**config.mk**
```make
export PLATFORM = sky130hd
export DESIGN_NAME = buzz_share_arbiter
export DESIGN_NICKNAME = d
export VERILOG_FILES = /design/src/rtl/buzz_share_pkg.sv /design/src/rtl/buzz_rsp_fifo.sv /design/src/rtl/buzz_share_arbiter.sv
export SDC_FILE = /design/constraint.sdc
export NUM_CORES = 1
export LEC_CHECK = 0
export CAP_MARGIN = 40
export CORE_AREA = 5 5 106 108
export CTS_CLUSTER_DIAMETER = 30
export DETAILED_ROUTE_END_ITERATION = 8
export DIE_AREA = 0 0 111 113
export GPL_TIMING_DRIVEN = 0
export PLACE_DENSITY = 0.52
export SYNTH_ARGS = -nofsm -noshare
export SYNTH_HDL_FRONTEND = slang
export SYNTH_HIERARCHICAL = 1
export SYNTH_SLANG_ARGS = --single-unit
```
**constraint.sdc**
```tcl
create_clock -name CLK -period 3.5 [get_ports CLK]
set_input_delay 0.35 -clock CLK [delete_from_list [all_inputs] [get_ports CLK]]
set_output_delay 0.35 -clock CLK [all_outputs]
set_load 0.005 [all_outputs]
```
**src/rtl/buzz_share_pkg.sv**
```systemverilog
// Shared types for the Buzz time-share arbiter: id/credit widths and the shadow-pipe stage.
// Package types cannot follow module parameters, so they are sized for the largest supported build.
package buzz_share_pkg;

  function automatic int unsigned clog2(input int unsigned value);
    int unsigned result;
    int unsigned pow;
    result = 0;
    pow    = 1;
    while (pow < value) begin
      pow    = pow << 1;
      result = result + 1;
    end
    return result;
  endfunction

  // Supported limits: N_REQ <= MAX_REQ, DEPTH <= MAX_DEPTH
  localparam int unsigned MAX_REQ   = 256;
  localparam int unsigned MAX_DEPTH = 255;
  localparam int unsigned ID_W      = (clog2(MAX_REQ) > 0) ? clog2(MAX_REQ) : 1;
  localparam int unsigned CREDIT_W  = clog2(MAX_DEPTH + 1);

  typedef logic [ID_W-1:0]     id_t;
  typedef logic [CREDIT_W-1:0] credit_t;

  typedef struct packed {
    logic valid;
    id_t  id;
  } shadow_stage_t;

endpackage

```
**src/rtl/buzz_rsp_fifo.sv**
```systemverilog
// First-word fall-through response FIFO; the caller's credit scheme guarantees no overflow.
module buzz_rsp_fifo
  import buzz_share_pkg::*;
#(
  parameter int unsigned WIDTH = 1,
  parameter int unsigned DEPTH = 4
) (
  input  logic             CLK,
  input  logic             RESET,
  input  logic             wr_en,
  input  logic [WIDTH-1:0] wr_data,
  input  logic             rd_en,
  output logic [WIDTH-1:0] rd_data,
  output logic             empty
);

  localparam int unsigned PTR_W = (DEPTH > 1) ? clog2(DEPTH) : 1;
  localparam int unsigned CNT_W = clog2(DEPTH + 1);

  typedef logic [PTR_W-1:0] ptr_t;

  logic [WIDTH-1:0] mem [DEPTH];
  ptr_t             wr_ptr;
  ptr_t             rd_ptr;
  logic [CNT_W-1:0] count;
  logic             do_rd;

  function automatic ptr_t ptr_inc(input ptr_t p);
    return (p == ptr_t'(DEPTH - 1)) ? '0 : p + ptr_t'(1);
  endfunction

  assign empty   = (count == '0);
  assign do_rd   = rd_en && !empty;
  assign rd_data = empty ? '0 : mem[rd_ptr];

  always_ff @(posedge CLK) begin
    if (RESET) begin
      wr_ptr <= '0;
      rd_ptr <= '0;
      count  <= '0;
    end else begin
      if (wr_en) wr_ptr <= ptr_inc(wr_ptr);
      if (do_rd) rd_ptr <= ptr_inc(rd_ptr);
      case ({wr_en, do_rd})
        2'b10:   count <= count + CNT_W'(1);
        2'b01:   count <= count - CNT_W'(1);
        default: ;
      endcase
      assert (!(wr_en && !do_rd && count == CNT_W'(DEPTH)));
    end
  end

  // Storage needs no reset; the pointers define what is valid
  always_ff @(posedge CLK) begin
    if (wr_en) mem[wr_ptr] <= wr_data;
  end

endmodule

```
**src/rtl/buzz_share_arbiter.sv**
```systemverilog
// Shares one fixed-latency Buzz unit between N_REQ requesters: round-robin grant,
// shadow pipe tracking result ownership, credit-protected per-requester response FIFOs.
module buzz_share_arbiter
  import buzz_share_pkg::*;
#(
  parameter int unsigned N_REQ = 2,
  parameter int unsigned WIDTH = 1,
  parameter int unsigned LAT   = 3,
  parameter int unsigned DEPTH = LAT + 1
) (
  input  logic                   CLK,
  input  logic                   RESET,
  input  logic [N_REQ-1:0]       req_valid,
  input  logic [N_REQ*WIDTH-1:0] req_data,
  output logic [N_REQ-1:0]       req_ready,
  output logic [WIDTH-1:0]       buzz_I,
  input  logic [WIDTH-1:0]       buzz_O,
  output logic [N_REQ-1:0]       rsp_valid,
  output logic [N_REQ*WIDTH-1:0] rsp_data,
  input  logic [N_REQ-1:0]       rsp_ready,
  output logic                   idle
);

  id_t              rr_ptr;
  credit_t          credit [N_REQ];
  logic [N_REQ-1:0] elig_c;
  logic [N_REQ-1:0] grant_c;
  logic             grant_any_c;
  id_t              grant_id_c;
  logic [N_REQ-1:0] pop_c;
  logic [N_REQ-1:0] wr_en_c;
  logic [N_REQ-1:0] fifo_empty;
  logic             cap_valid_c;
  id_t              cap_id_c;
  logic             inflight_c;

  // Round-robin: first eligible at or after rr_ptr, otherwise first eligible below it
  always_comb begin
    elig_c      = '0;
    grant_c     = '0;
    grant_any_c = 1'b0;
    grant_id_c  = '0;
    buzz_I      = '0;
    for (int i = 0; i < N_REQ; i++) begin
      elig_c[i] = !RESET && req_valid[i] && (credit[i] != '0);
    end
    for (int i = 0; i < N_REQ; i++) begin
      if (!grant_any_c && elig_c[i] && (id_t'(i) >= rr_ptr)) begin
        grant_any_c = 1'b1;
        grant_id_c  = id_t'(i);
        grant_c[i]  = 1'b1;
      end
    end
    for (int i = 0; i < N_REQ; i++) begin
      if (!grant_any_c && elig_c[i]) begin
        grant_any_c = 1'b1;
        grant_id_c  = id_t'(i);
        grant_c[i]  = 1'b1;
      end
    end
    for (int i = 0; i < N_REQ; i++) begin
      if (grant_c[i]) buzz_I = req_data[i*WIDTH +: WIDTH];
    end
  end

  assign req_ready = grant_c;

  always_ff @(posedge CLK) begin
    if (RESET) begin
      rr_ptr <= '0;
    end else if (grant_any_c) begin
      rr_ptr <= (grant_id_c == id_t'(N_REQ - 1)) ? '0 : grant_id_c + id_t'(1);
    end
  end

  // Owner tracking mirrors Buzz latency; LAT=0 captures in the grant cycle
  if (LAT > 0) begin : g_shadow
    shadow_stage_t shadow [LAT];

    always_ff @(posedge CLK) begin
      if (RESET) begin
        for (int s = 0; s < LAT; s++) shadow[s] <= '0;
      end else begin
        shadow[0] <= '{valid: grant_any_c, id: grant_id_c};
        for (int s = 1; s < LAT; s++) shadow[s] <= shadow[s-1];
      end
    end

    always_comb begin
      inflight_c = 1'b0;
      for (int s = 0; s < LAT; s++) inflight_c = inflight_c | shadow[s].valid;
    end

    assign cap_valid_c = shadow[LAT-1].valid;
    assign cap_id_c    = shadow[LAT-1].id;
  end else begin : g_no_shadow
    assign cap_valid_c = grant_any_c;
    assign cap_id_c    = grant_id_c;
    assign inflight_c  = 1'b0;
  end

  // One credit per FIFO slot: taken on accept, returned on consumer pop
  always_ff @(posedge CLK) begin
    for (int i = 0; i < N_REQ; i++) begin
      if (RESET) begin
        credit[i] <= credit_t'(DEPTH);
      end else begin
        case ({grant_c[i], pop_c[i]})
          2'b10:   credit[i] <= credit[i] - credit_t'(1);
          2'b01:   credit[i] <= credit[i] + credit_t'(1);
          default: ;
        endcase
        assert (!(grant_c[i] && !pop_c[i] && credit[i] == '0));
        assert (!(pop_c[i] && !grant_c[i] && credit[i] == credit_t'(DEPTH)));
      end
    end
  end

  for (genvar g = 0; g < N_REQ; g++) begin : g_fifo
    assign wr_en_c[g]   = cap_valid_c && (cap_id_c == id_t'(g));
    assign pop_c[g]     = rsp_valid[g] && rsp_ready[g];
    assign rsp_valid[g] = !fifo_empty[g];

    buzz_rsp_fifo #(
      .WIDTH (WIDTH),
      .DEPTH (DEPTH)
    ) u_fifo (
      .CLK     (CLK),
      .RESET   (RESET),
      .wr_en   (wr_en_c[g]),
      .wr_data (buzz_O),
      .rd_en   (pop_c[g]),
      .rd_data (rsp_data[g*WIDTH +: WIDTH]),
      .empty   (fifo_empty[g])
    );
  end

  assign idle = !inflight_c && (&fifo_empty);

endmodule
```
# Word level (Yosys, flattened, before mapping)
# Memory sizes are Yosys's and may differ from the RTL's. A register that Yosys moved wholly into a read port is not among the register bits.
# Index checks and enable logic that the tools add are counted.
[word_totals] wordCells=131 mem_count=4 in_bits=9 ramBits=51 register_bits=22
[mem_list] memory="g_shadow.shadow" depth=3 width=9 rd=3 rd_ports_with_merged_regs=0 write_ports=3 line="buzz_share_arbiter.sv:78" source="shadow_stage_t shadow [LAT];"
[mem_list] memory="credit" depth=2 width=8 rd=2 rd_ports_with_merged_regs=0 write_ports=2 line="buzz_share_arbiter.sv:25" source="credit_t credit [N_REQ];"
[mem_list] memory="g_fifo[0].u_fifo.mem" depth=4 width=1 rd=1 rd_ports_with_merged_regs=1 write_ports=1 line="buzz_rsp_fifo.sv:22" source="logic [WIDTH-1:0] mem [DEPTH];"
[mem_list] memory="g_fifo[1].u_fifo.mem" depth=4 width=1 rd=1 rd_ports_with_merged_regs=1 write_ports=1 line="buzz_rsp_fifo.sv:22"
[op_classes] bitwise=9 n_reduce_logical=31 n_eq_ne=14 addsub=13 mux=51 n_lt_le_gt_ge=2
[ops] op="$mux 8" count=7
[ops] op="$mux 1" count=31
[ops] op="$mux 9" count=3
[ops] op="$add 8x1->8 const B" count=3
[ops] op="$eq 2x2->1 const B" count=8
[ops] op="$eq 8x1->1 const B" count=2
[ops] op="$ge 1x8->1 const A" count=2
[ops] op="$logic_and 1x1->1" count=16
[ops] op="$mux 2" count=8
[ops] op="$reduce_bool 8->1" count=2
[ops] op="$sub 8x1->8 const B" count=2
[ops] op="$pmux 3 s2" count=2
[ops] op="$or 1x1->1" count=9
[ops] op="$add 2x1->2 const B" count=4
[ops] op="$eq 2x1->1 const B" count=4
[ops] op="$logic_not 8->1" count=1
[ops] op="$logic_not 1->1" count=7
[ops] op="$add 3x1->3 const B" count=2
[ops] op="$logic_not 3->1" count=2
[ops] op="$sub 3x1->3 const B" count=2
[ops] op="$reduce_bool 2->1" count=2
[ops] op="$reduce_and 2->1" count=1

# Logic depth before layout (Yosys ltp)
# Gate-level depths: netlist of run 1.
[logic_depth] ltp_word=21 depth_mapped=13 depth_no_buf=12

# Cells and area by module
# Netlist of run 1, hierarchy kept.
[by_module_without_submodules] module="buzz_share_arbiter" area_per_inst_um2=1635.3 n_inst=1 cells_per_inst=175
[by_module_without_submodules] module="buzz_rsp_fifo" area_per_inst_um2=614.3 n_inst=2 cells_per_inst=54

# Worst setup path before layout of run 1
# OpenSTA, ideal clock, no wires.
[synth_path] path_type="reg-to-reg" start="memory credit[0][1] (netlist bit)" end="memory credit[1][7] (netlist bit) (data pin)" t_required_ns=3.353 path_stages_with_launch=14 setup_ns=0.147 setup_slack_ns=0.221 t_arrival_ns=3.133 period_less_slack_ns=3.279 path_buffers=1 path_cell_list="edfxtp_1 -> inv_1 -> ha_1 -> or4b_1 -> buf_2 -> o41ai_4 -> a21oi_1 -> nand2b_1 -> ha_1 -> a21oi_1 -> o2111ai_1 -> a21o_1 -> a211o_1 -> a21oi_1"
[synth_lines] item="from (decl)" line="buzz_share_arbiter.sv:25"

==> metrics.cfg, run 1 <==
[outcome]
status=completed

[timing]
maxSlewHeadroom_pct=55.5
hold_viol_final=0
post-route-min-period_ns=3.31
period_share_pct=94.5
setup_viol=0
slew_violations=0
tightest_slew_ns=0.667
whs_ns=0.467
fmax_mhz=302
finClkSkew_ns=0.00363

[clock_tree]
cts.path.max_buffers=2
clk_latency_ns=0.30
hold_buffers=0
cts_tree=done
ctsRootBufferMaster=clkbuf_8
cts_sinks=49
cts-buffers-inserted=5
clk_pin_slew_ns=0.09
htree_levels=2

[worst_hold_path]
min_path_type=reg -> reg

[detailed_routing]
drt_iter0_drc=62
drtPass1Iterations=4
routed_wl_mm=5.62
drc=0
wl_per_cell_um=12.5
via_per_inst=4.67
via_count=2100
ant_nets=0

[logic_synthesis]
ys_warn_count=6
synth.cell_area_sq_um=2860
ys_seq_area_share_pct=42.6
synth.area.top_cells=edfxtp_1 25%, dfxtp_1 17%, ha_1 8.7%
syn_inst=283
synth_top_cell_by_area=edfxtp_1
synth-async-reset-ratio_pct=0
yosysUniqueCellTypes=57
ys_seq_elements=49
synth_ff_type=dfxtp_1
synth-edff-count=24
postSynthAreaPerCell_sq_um=10.1
syn_nets=315
yosys.area.top_type_share_pct=25.2

[cells_and_area]
mostFrequentLayoutCells=28 x nor2_1, 25 x dfxtp_1, 24 x edfxtp_1
instances_no_fill=450
layout.nets=346
insertedDiodeCount=0
final_util_pct=33.7
drive_above_1_share_pct=13.1
final_common_cell=nor2_1
fillerInstances=1043
design_area_sq_um=3410
area_delta_synth_final_pct=19.2

[setup_path]
end_kind=flop
criticalPathCategory=reg -> reg
cp_data_arrival_time_ns=3.46
crit_required_ns=3.65
critical_path.max_fanout=6
startpoint_type=flop

[grt]
antenna_found_initial=0
grt_use_total_pct=9.53
grt_first_pass_wirelength_mm=10.1
grt_pass1_vias=2115
grt_max_degree=16
overflow=0

[die]
rows=37
io_pins=17
die_height_um=113
core_area_sq_um=10100
dieArea_sq_um=12500
dieWidth_um=111
start_util_pct=28.2

[power_and_ir_drop]
total_power_mw=1.29
power_per_cell_area_nw_per_um2=377
ir_drop_mv=0.145
p_leak_nw=1.27

[run]
max-cap-violations=0

[placement]
port_buffers=16
place_area_sq_um=3190
dpl.hpwl_mm=4.13
finalWeightedCongestion=0.760
placed_cells=435

## path summary, 6_finish.rpt
path | startpoint | endpoint | slack [ns] | cells after the start
max | credit[0][1] | credit[1][7] | 0.19 | 14
min | g_shadow.shadow[0][0] | g_shadow.shadow[0][9] | 0.47 | 1
max reg2reg | credit[0][1] | credit[1][7] | 0.19 | 14
min reg2reg | g_shadow.shadow[0][0] | g_shadow.shadow[0][9] | 0.47 | 1
## where the power goes
part           internal (mW)  total [mW]  switching [mW]
logic                  0.110       0.232           0.122
registers              0.640       0.675          0.0352
clock network          0.183       0.381           0.198
## Yosys cell counts, types with 2 or more instances
master / count
o22ai_1: 5
edfxtp_1: 24
xnor2_1: 3
and2_1: 11
buf_6: 2
mux4_2: 2
nor3b_1: 3
o21bai_1: 3
dfxtp_1: 25
clkbuf_1: 3
or3_1: 8
a21oi_2: 2
xor2_1: 5
a21o_1: 4
a21oi_1: 16
nor2b_1: 13
nand3_1: 11
fa_1: 3
inv_1: 24
nor2_1: 28
nor4_1: 3
ha_1: 20
a21boi_0: 2
nand4_1: 2
o21ai_0: 5
nand2b_1: 4
nor3_1: 6
nand2_1: 10
o31ai_4: 2
mux2i_1: 6
a32o_1: 2
## through the flow
stage                     setup TNS, ns  worst slack (ns)
after detailed placement          -1.22            -0.473
after global placement            -1.12            -0.439
final                                 0             0.192
after global routing           -0.00849          -0.00849
after CTS                             0           0.00496
after floorplan                       0             0.221
## critical path, cell delays in order (launching register included)
cell and delay (ns):
edfxtp_1 0.42, inv_2 0.09, ha_4 0.13, or4b_1 0.41, buf_2 0.18, o41ai_4 0.27
a21oi_2 0.12, nand2b_1 0.18, buf_4 0.16, ha_2 0.29, nand3_1 0.13, o2111ai_2 0.15
a21o_1 0.20, a211o_1 0.28, a21oi_1 0.13
## cells by family (layout without fill, tap and decap cells)
kind of cell | after synthesis | in the layout | synth area share (%)
simple gates | 106 | 106 | 19.6
xor+xnor | 8 | 8 | 2.45
fa+ha+maj | 23 | 23 | 10.8
mux | 9 | 9 | 4.06
buf+inv | 32 | 63 | 4.89
compound gates | 56 | 56 | 15.5
flops | 49 | 49 | 42.6
## registers in the layout, indices dropped and copies added (netlist names), named ones only
| register | count |
|---|---|
| credit | 16 |
| g_fifo.u_fifo/count | 6 |
| g_fifo.u_fifo/mem | 8 |
| g_fifo.u_fifo/rd_ptr | 4 |
| g_fifo.u_fifo/wr_ptr | 4 |
| g_shadow.shadow | 6 |
| rr_ptr | 1 |
## repair_timing
item / CTS / global route
endpoints found under the setup margin: 3 / 6
setup buffers: 6 / 2
gates resized for setup: 3 / 11
pin swaps: 1 / 2
hold endpoints to repair: 0 / 0
## area by class of cell
class	instances	area, sq um	share of cell area (%)
plain buffers	8	50.0	1.47
clock inverters	1	8.76	0.257
inverters	24	90.1	2.64
flip-flops and latches	49	1220	35.8
multi-input cells	202	1560	45.6
repair buffers	24	223	6.52
well taps	136	170	4.98
clock buffers	6	93.8	2.75
## metal layers
layer / global-route usage, % / vias to the layer above / share of wire, %
met5: 0 / - / 0
met1: 12.7 / 1000 / 48
met2: 16.0 / 23 / 48
met4: 1.97 / 0 / 0.53
li1: - / 1072 / -
met3: 2.14 / 5 / 3.4
Note: power is estimated with default switching activity, not from simulation.
==> inputs of run 2 (changes only) <==
--- a/config.mk
+++ b/config.mk
@@ -12,6 +12,7 @@
 export DIE_AREA = 0 0 111 113
 export GPL_TIMING_DRIVEN = 0
 export PLACE_DENSITY = 0.52
+export SKIP_CTS_REPAIR_TIMING = 1
 export SYNTH_ARGS = -nofsm -noshare
 export SYNTH_HDL_FRONTEND = slang
 export SYNTH_HIERARCHICAL = 1
==> metrics.cfg, run 2 (synthesis results as in run 1) <==
[detailed_routing]
via_per_inst=4.67  ; about the same
drt_iter0_drc=68  ; +9.7%
via_count=2115  ; +0.71%
drc=0  ; unchanged
drtPass1Iterations=4  ; unchanged
routed_wl_mm=5.74  ; +2.1%
ant_nets=0  ; unchanged
wl_per_cell_um=12.7  ; +1.5%

[placement]
placed_cells=435  ; unchanged
port_buffers=16  ; unchanged
dpl.hpwl_mm=4.13  ; unchanged
finalWeightedCongestion=0.760  ; unchanged

[timing]
fmax_mhz=289  ; -4.4%
tightest_slew_ns=0.667  ; unchanged
post-route-min-period_ns=3.46  ; +0.152 ns
setup_viol=0  ; unchanged
maxSlewHeadroom_pct=55.5  ; unchanged
hold_viol_final=0  ; unchanged
finClkSkew_ns=0.00340  ; -0.000231 ns
period_share_pct=98.9  ; +4.4 points
slew_violations=0  ; unchanged
rsz0062_at_grt=true
whs_ns=0.467  ; +0.000189 ns

[setup_path]
end_kind=flop
critPathMaxStageDelay_ns=0.49  ; +0.07 ns
critical_path.max_fanout=6  ; unchanged
crit_required_ns=3.65  ; about the same
cp_data_arrival_time_ns=3.61  ; +0.15 ns
r2r_cells=14  ; unchanged
critical_path_depth=14  ; unchanged
reg2reg_slack_ns=0.04  ; -0.15 ns
path_delay_family=compound AO/OA/AOI/OAI gates
timing.critical_path.slowest_stage_cell=o41ai_4
startpoint_type=flop
reg2reg_to=credit[1][7]
r2r_start=credit[0][0]
path_buf_inv=3  ; unchanged
cp_common_cell=buf_4
criticalPathCategory=reg -> reg
worstPathCellList=inv_1, ha_2, or4b_1, buf_4, o41ai_4, a21oi_4, nand2b_4, buf_4, ha_4, nand3_2, o2111ai_2, a21o_1, a211o_1, a21oi_1

[cells_and_area]
multi_input_area_sq_um=1590  ; +2.1%
reg_top3=credit (16), g_fifo.u_fifo/mem (8)
area_delta_synth_final_pct=21.3
fillerInstances=1038  ; -0.48%
final_common_cell=nor2_1
layout.nets=349  ; +0.87%
regMostFlops=credit
mostFrequentLayoutCells=26 x nor2_1, 25 x dfxtp_1, 24 x inv_1, 24 x edfxtp_1, 17 x ha_1
register_area_sq_um=1220  ; unchanged
drive_above_1_share_pct=14.8  ; +1.8 points
insertedDiodeCount=0  ; unchanged
instances_no_fill=453  ; +0.67%
largest_reg_flops=16  ; unchanged
final_util_pct=34.3  ; +0.59 points

[grt]
overflow=0  ; unchanged
grt_first_pass_wirelength_mm=9.89  ; -1.7%
antenna_found_initial=0  ; unchanged
grt_pass1_vias=2056  ; -2.8%
grt_max_degree=16  ; unchanged
grt_use_total_pct=9.41  ; -0.12 points

[power_and_ir_drop]
power_per_cell_area_nw_per_um2=375  ; -0.55%
net-switching-power_uw=360  ; +1.7%
p_int_uw=943  ; +1.0%
p_clk_share_pct=29.3  ; -0.3 points
p_leak_nw=1.31  ; +3.5%
share_seq_of_total_power_pct=51.8  ; -0.6 points
power_frac_comb_pct=18.9  ; +0.9 points
ir_drop_mv=0.146  ; +0.41%
swShare_pct=27.6  ; +0.14 points

[clock_tree]
cts_tree=done
cts.path.max_buffers=2  ; unchanged
cts-buffers-inserted=5  ; unchanged
ctsRootBufferMaster=clkbuf_8
htree_levels=2  ; unchanged
clk_pin_slew_ns=0.09  ; about the same
clk_latency_ns=0.30  ; about the same
cts_sinks=49  ; unchanged

[die]
rows=37  ; unchanged
die_height_um=113  ; unchanged
io_pins=17  ; unchanged
dieArea_sq_um=12500  ; unchanged
core_area_sq_um=10100  ; unchanged
dieWidth_um=111  ; unchanged
start_util_pct=28.2  ; unchanged

[worst_hold_path]
min_path_type=reg -> reg
hold_start=g_shadow.shadow[0][0]
worstHoldEndpoint=g_shadow.shadow[0][9]
whs_path_depth=1  ; unchanged

[outcome]
status=completed

[run]
max-cap-violations=0  ; unchanged

-- run 2: cell type report --
class | instances | share of cell area, %
Buffer | 8 | 1.51
Sequential cell | 49 | 35.1
Clock inverter | 1 | 0.252
Clock buffer | 6 | 2.70
Tap cell | 136 | 4.90
Multi-Input combinational cell | 202 | 45.8
Inverter | 24 | 2.59
Timing Repair Buffer | 27 | 7.13
-- run 2: how the worst max path moves through the flow --
stage | from | slack, ns | to
4_1_cts | credit[0][0] | -0.23 | credit[1][7]
3_5_place_dp | RESET | -0.47 | credit[1][7]
3_3_place_gp | RESET | -0.44 | credit[1][7]
2_1_floorplan | credit[0][1] | 0.22 | credit[1][7]
5_1_grt | credit[0][0] | -0.11 | credit[1][7]
6_report | credit[0][0] | 0.04 | credit[1][7]
-- run 2: metal layers --
layer  track usage (%)  wire length, um  part of all wire (%)
met3              2.14              211                   3.7
met2              15.5             2760                    48
met4              1.97               23                  0.40
met5                 0                0                     0
met1              12.7             2750                    48
-- run 2: metrics by stage --
| stage | cell area, sq um | setup WS, ns | setup TNS (ns) | total power [mW] |
|---|---|---|---|---|
| final | 3470 | 0.0399 | 0 | 1.30 |
| after detailed placement | 3190 | -0.473 | -1.22 | 0.899 |
| after CTS | 3300 | -0.234 | -0.338 | 1.28 |
| after global routing | 3470 | -0.112 | -0.162 | 1.38 |
| after global placement | 3190 | -0.439 | -1.12 | 0.896 |
| after floorplan | 2860 | 0.221 | 0 | 0.832 |
-- run 2: power groups by stage --
stage               logic [mW]  registers, mW  clock network [mW]
global placement         0.209          0.688                   0
floorplan                0.153          0.679                   0
CTS                      0.213          0.675               0.394
detailed placement       0.212          0.688                   0
global route             0.276          0.680               0.420
finish                   0.246          0.675               0.383
